## config.mk

```make
export PLATFORM = sky130hd
export DESIGN_NAME = load_store_unit
export DESIGN_NICKNAME = d
export VERILOG_FILES = /design/src/rtl/load_store_unit.sv
export SDC_FILE = /design/constraint.sdc
export NUM_CORES = 1
export LEC_CHECK = 0
export BUFFER_PORTS_ARGS = -buffer_cell sky130_fd_sc_hd__buf_4
export CAP_MARGIN = 40
export CORE_ASPECT_RATIO = 0.9
export CORE_MARGIN = 2
export CORE_UTILIZATION = 40
export DETAILED_ROUTE_END_ITERATION = 8
export SYNTH_ARGS = -nofsm -noshare
export SYNTH_HDL_FRONTEND = slang
export SYNTH_SLANG_ARGS = --single-unit
```

## constraint.sdc

```tcl
create_clock -name clk -period 4.6 [get_ports clk]
set_clock_uncertainty 0.2 [all_clocks]
set_input_delay 0.92 -clock clk [delete_from_list [all_inputs] [get_ports clk]]
set_output_delay 0.92 -clock clk [all_outputs]
set_load 0.1 [all_outputs]
```

## src/rtl/load_store_unit.sv

```systemverilog
// Load/store unit: maps byte/half/word accesses onto a word-only data memory, RMW for sub-word stores.
// Latency: load, word store and error respond 2 cycles after accept (accept edge counted); sub-word store 3.
// Backpressure: req_ready is high only in IDLE; one request in flight, next accept may share the response cycle.
module load_store_unit #(
    parameter int ADDR_WIDTH = 32,
    parameter int DATA_WIDTH = 32
) (
    input  logic                  clk,
    input  logic                  rst,
    input  logic                  req_valid,
    output logic                  req_ready,
    input  logic                  req_we,
    input  logic [1:0]            req_size,
    input  logic                  req_signed,
    input  logic [ADDR_WIDTH-1:0] req_addr,
    input  logic [DATA_WIDTH-1:0] req_wdata,
    output logic                  resp_valid,
    output logic [DATA_WIDTH-1:0] resp_rdata,
    output logic                  resp_err,
    output logic [ADDR_WIDTH-1:0] dm_addr,
    output logic [DATA_WIDTH-1:0] dm_wdata,
    output logic                  dm_we,
    input  logic [DATA_WIDTH-1:0] dm_rdata
);

    localparam logic [1:0] SZ_BYTE = 2'b00;
    localparam logic [1:0] SZ_HALF = 2'b01;
    localparam logic [1:0] SZ_WORD = 2'b10;

    typedef enum logic [2:0] {
        S_IDLE   = 3'd0,
        S_LOAD   = 3'd1,
        S_ST_WR  = 3'd2,
        S_RMW_RD = 3'd3,
        S_RMW_WR = 3'd4,
        S_ERR    = 3'd5
    } state_t;

    state_t r_state;
    state_t w_next_state;

    // Captured request
    logic [ADDR_WIDTH-1:0] r_addr;
    logic [1:0]            r_size;
    logic                  r_signed;
    logic [DATA_WIDTH-1:0] r_wdata;
    logic                  r_we;

    // Old memory word held between the read and write halves of a sub-word store
    logic [DATA_WIDTH-1:0] r_merge;

    // Response registers
    logic                  r_resp_valid;
    logic                  r_resp_err;
    logic [DATA_WIDTH-1:0] r_resp_rdata;

    logic                  w_accept;
    logic                  w_req_err;
    logic [7:0]            w_byte;
    logic [15:0]           w_half;
    logic [DATA_WIDTH-1:0] w_load_data;
    logic [DATA_WIDTH-1:0] w_merge_data;

    assign w_accept = req_valid && req_ready;

    // Alignment / size legality of the incoming request, judged before capture
    always_comb begin
        w_req_err = 1'b0;
        case (req_size)
            SZ_BYTE: w_req_err = 1'b0;
            SZ_HALF: w_req_err = req_addr[0];
            SZ_WORD: w_req_err = |req_addr[1:0];
            default: w_req_err = 1'b1;
        endcase
    end

    // State register
    always_ff @(posedge clk) begin
        if (rst) begin
            r_state <= S_IDLE;
        end else begin
            r_state <= w_next_state;
        end
    end

    // Next-state decode; every non-idle state lasts exactly one cycle
    always_comb begin
        w_next_state = r_state;
        case (r_state)
            S_IDLE: begin
                if (w_accept) begin
                    if (w_req_err) begin
                        w_next_state = S_ERR;
                    end else if (!req_we) begin
                        w_next_state = S_LOAD;
                    end else if (req_size == SZ_WORD) begin
                        w_next_state = S_ST_WR;
                    end else begin
                        w_next_state = S_RMW_RD;
                    end
                end
            end
            S_LOAD:   w_next_state = S_IDLE;
            S_ST_WR:  w_next_state = S_IDLE;
            S_RMW_RD: w_next_state = S_RMW_WR;
            S_RMW_WR: w_next_state = S_IDLE;
            S_ERR:    w_next_state = S_IDLE;
            default:  w_next_state = S_IDLE;
        endcase
    end

    // State-decoded outputs; dm_we stays combinational so a reset in RMW_WR still lets that write land
    always_comb begin
        req_ready = (r_state == S_IDLE);
        dm_we     = r_we && ((r_state == S_ST_WR) || (r_state == S_RMW_WR));
        dm_wdata  = (r_state == S_RMW_WR) ? w_merge_data : r_wdata;
    end

    // Word index: byte address with the lane bits dropped
    assign dm_addr = {2'b00, r_addr[ADDR_WIDTH-1:2]};

    // Lane selection and sign/zero extension of load data (little-endian lanes)
    always_comb begin
        w_byte = dm_rdata[7:0];
        case (r_addr[1:0])
            2'd0: w_byte = dm_rdata[7:0];
            2'd1: w_byte = dm_rdata[15:8];
            2'd2: w_byte = dm_rdata[23:16];
            2'd3: w_byte = dm_rdata[31:24];
            default: w_byte = dm_rdata[7:0];
        endcase
        w_half = r_addr[1] ? dm_rdata[31:16] : dm_rdata[15:0];

        w_load_data = dm_rdata;
        case (r_size)
            SZ_BYTE: w_load_data = {{(DATA_WIDTH-8){r_signed & w_byte[7]}}, w_byte};
            SZ_HALF: w_load_data = {{(DATA_WIDTH-16){r_signed & w_half[15]}}, w_half};
            default: w_load_data = dm_rdata;
        endcase
    end

    // Replace only the addressed lane(s) of the old word with the right-aligned store data
    always_comb begin
        w_merge_data = r_merge;
        if (r_size == SZ_BYTE) begin
            case (r_addr[1:0])
                2'd0: w_merge_data[7:0]   = r_wdata[7:0];
                2'd1: w_merge_data[15:8]  = r_wdata[7:0];
                2'd2: w_merge_data[23:16] = r_wdata[7:0];
                2'd3: w_merge_data[31:24] = r_wdata[7:0];
                default: w_merge_data[7:0] = r_wdata[7:0];
            endcase
        end else if (r_size == SZ_HALF) begin
            if (r_addr[1]) begin
                w_merge_data[31:16] = r_wdata[15:0];
            end else begin
                w_merge_data[15:0] = r_wdata[15:0];
            end
        end
    end

    // Request capture on accept
    always_ff @(posedge clk) begin
        if (rst) begin
            r_addr   <= '0;
            r_size   <= SZ_BYTE;
            r_signed <= 1'b0;
            r_wdata  <= '0;
            r_we     <= 1'b0;
        end else if (w_accept) begin
            r_addr   <= req_addr;
            r_size   <= req_size;
            r_signed <= req_signed;
            r_wdata  <= req_wdata;
            r_we     <= req_we;
        end
    end

    // Hold the old memory word during the read half of a sub-word store
    always_ff @(posedge clk) begin
        if (rst) begin
            r_merge <= '0;
        end else if (r_state == S_RMW_RD) begin
            r_merge <= dm_rdata;
        end
    end

    // Response generation on the edge leaving each terminal state; rdata holds until the next response
    always_ff @(posedge clk) begin
        if (rst) begin
            r_resp_valid <= 1'b0;
            r_resp_err   <= 1'b0;
            r_resp_rdata <= '0;
        end else begin
            r_resp_valid <= 1'b0;
            r_resp_err   <= 1'b0;
            case (r_state)
                S_LOAD: begin
                    r_resp_valid <= 1'b1;
                    r_resp_rdata <= w_load_data;
                end
                S_ST_WR, S_RMW_WR: begin
                    r_resp_valid <= 1'b1;
                    r_resp_rdata <= '0;
                end
                S_ERR: begin
                    r_resp_valid <= 1'b1;
                    r_resp_err   <= 1'b1;
                    r_resp_rdata <= '0;
                end
                default: begin
                    r_resp_valid <= 1'b0;
                end
            endcase
        end
    end

    assign resp_valid = r_resp_valid;
    assign resp_err   = r_resp_err;
    assign resp_rdata = r_resp_rdata;

endmodule

```

==> metrics <==
unrepaired setup endpoints after global routing false; Layout fillers about 1600; post-synthesis adder-cell area fraction 0%; GRT overflow 0; Initial Utilization 40.6%; Routed Antenna Nets 0; detailed-route DRC error count 0; CP Max Fanout 22; Die ar. 17300 um^2; CTS sink cnt 137; DP Wirelength 14600 um; placed insts about 1200; Least-Margin Pin Slew 0.816 ns; most common flop cell mapped by yosys dfxtp_1; Worst Setup End Kind output port; most common cell after layout, fill and taps aside nand2_1; Root Driver clkbuf_16; Synth Area in Simple Gates around 22%; Slew Viols, Final 0; maximum VDD drop about 310 uV; fin area 8480 um^2; worst-path cell chain buf_4 -> nor2b_2 -> o221ai_1 -> o21ai_0 -> buf_4; Final GP Congestion 0.826; Crit Reg-Reg Startpoint r_state[2]; Hold/Removal Path Class reg2reg; PnR Total Power between 3000 and 4000 uW; Worst path slowest cell nor2b_2; Max-Cap Viols 0; Worst setup SP type flop; FFs w/ async S/R, synth 0%; cell mode on critical path buf_4; Vias 6186; PD cells 420 nW/um^2; Iter 0 DRT Violations 441; Yosys cell types 50; H-Tree Depth 4; Final nets between 1000 and 1500; Rows 44; WL/cell around 17 um; Lkg Pwr roughly 0.0034 uW; setup tns final 0 ns; syn_area_per_cell 7.65 um^2; total core area around 16000 um^2; Ys Warns 0; Worst-Skew Late Latency ~0.42 ns; final setup violating endpoints 0; total wire length 20500 um; XOR/XNOR Fraction of Synth Area 0.135%; layout cells sized above 1 approximately 28%; CP Data Arrival Time about 2.6 ns; Post-Synthesis Cells 850; Worst EP required 3.48 ns; Synth Area in Compound Gates 22.6%; drt pass-1 iters 5; Synth Cell Area 6500 um^2; Vias/cell 5.12; Finished Layout Cells 1208; register-to-register setup slack 2.25 ns; Final Hold Fails 0; sequential element share of the synthesized area a little over two fifths; Tmin final 3.72 ns; r2r worst-path depth 5; Die W 138 um; Reg clk slew, reported paths about 0.060 ns; area grow syn2layout 30.3%; Post-synth EDFFs 0; hold path cells 2; share of the cycle needed by the critical path after routing between 80% and 90%; Die Y 125 um; Worst Hold End resp_rdata[20]; Total GRT Usage a little under a quarter; largest net degree at the start of global routing 72; WHS about 0.25 ns; setup bufs post-CTS 0; outcome finished clean; dpl cell area 7870 um^2; mux share of post-synthesis cell area 4.27%; vias in the first global route between 5000 and 6000; hold buffers post-CTS 0; most frequent cells in the layout nand2_1 (269), buf_4 (212), dfxtp_1 (137), a21oi_1 (126), o21ai_0 (32); initial antenna violation count 0; CTS Buf Count 17; max_slew headroom 45.4%; clk buf depth 2; ant diodes 0; FF+latch count, synth 137; PortBufs 200; CTS tree yes; largest family of logic cells by synthesized area compound AO/OA/AOI/OAI gates; # IOs approximately 200; min-delay src resp_rdata[20]; first-pass GRT wire length 32100 um; CTS resizes 0; Reg2Reg Capture Point r_addr[26]; worst stage delay on the critical path between 0.7 and 0.8 ns; critical path class reg2out; top achievable clock speed 0.269 GHz
## synthesized netlist by cell type, types with 2 or more instances
cell / n / area share [%]
a22o_1: 15 / 2.0
buf_1: 3 / 0.17
nor3b_1: 2 / 0.23
nor2_1: 11 / 0.63
buf_6: 6 / 1.0
o21ai_0: 32 / 2.5
nand3b_1: 7 / 0.81
o22ai_1: 3 / 0.29
buf_2: 21 / 1.6
nand2_1: 269 / 16
mux2i_2: 2 / 0.42
inv_1: 9 / 0.52
nand2b_1: 2 / 0.19
or3_1: 7 / 0.67
a221oi_1: 8 / 1.1
and2_1: 2 / 0.19
o21ai_2: 10 / 1.3
o21ai_1: 23 / 1.8
a21oi_1: 126 / 9.7
inv_2: 2 / 0.12
or2_2: 3 / 0.29
mux2i_1: 16 / 2.5
a21oi_2: 2 / 0.27
buf_4: 33 / 3.8
dfxtp_1: 137 / 42
nor2b_1: 13 / 1.3
mux2_2: 8 / 1.4
nor3_1: 2 / 0.15
a31oi_1: 16 / 1.5
clkbuf_1: 34 / 2.0
o221ai_1: 7 / 0.94
## how the worst max path moves through the flow
stage,slack (ns),cells after the start,to,from
3_5_place_dp,1.33,5,dm_wdata[16],r_size[0]
3_3_place_gp,1.37,5,dm_wdata[16],r_size[0]
5_1_grt,0.65,5,dm_wdata[16],r_size[0]
4_1_cts,0.87,5,dm_wdata[16],r_size[0]
2_1_floorplan,0.27,6,dm_wdata[31],r_addr[1]
6_report,0.88,5,dm_wdata[30],r_addr[1]
## through the flow
step	util, %	setup WS (ns)
finish	52.9	0.881
global route	52.9	0.650
CTS	52.9	0.873
detailed placement	49.1	1.33
global placement	48.6	1.37
floorplan	-	0.271
## area by class of cell
class / count / area [um^2] / area share (%)
Multi-Input combinational cell: 606 / 3170 / 37.4
Sequential cell: 137 / 2740 / 32.4
Timing Repair Buffer: 215 / 1660 / 19.6
Clock buffer: 20 / 457 / 5.39
Tap cell: 207 / 259 / 3.06
Clock inverter: 12 / 149 / 1.76
Inverter: 11 / 41.3 / 0.487
## state kept, by name (all words and copies together), names as in the netlist, 2 cells and up
register	count
r_state	3
r_addr	32
r_size	2
r_wdata	32
r_merge	32
resp_rdata	32
## power breakdown
part	total, uW	internal (uW)	switching, uW
clock	1400	878	521
sequential	1290	1240	47.5
combinational	868	227	641
## metal layers
layer / vias up / global-route usage (%) / wire, um
li1: 3115 / - / -
met1: 2869 / 32.2 / 9420
met2: 182 / 36.7 / 9580
met3: 20 / 5.74 / 1190
met4: 0 / 6.72 / 280
met5: - / 0 / 0
## kinds of logic (layout without fill, tap and decap cells)
kind of cell           Yosys count  in the layout
multiplexers                    26             26
other                            1              2
XOR/XNOR                         1              1
buffers and inverters          108            258
AO/OA/AOI/OAI                  248            248
AND/OR/NAND/NOR                329            329
flip-flops                     137            137
## worst max-delay path, delay by kind of cell (launching register included)
kind / cells / cell delay, ns
and+or+nand+nor: 1 / 0.74
buffers and inverters: 2 / 0.62
AOI/OAI and AO/OA: 2 / 0.49
DFF: 1 / 0.31
(Power assumes the default switching activity.)
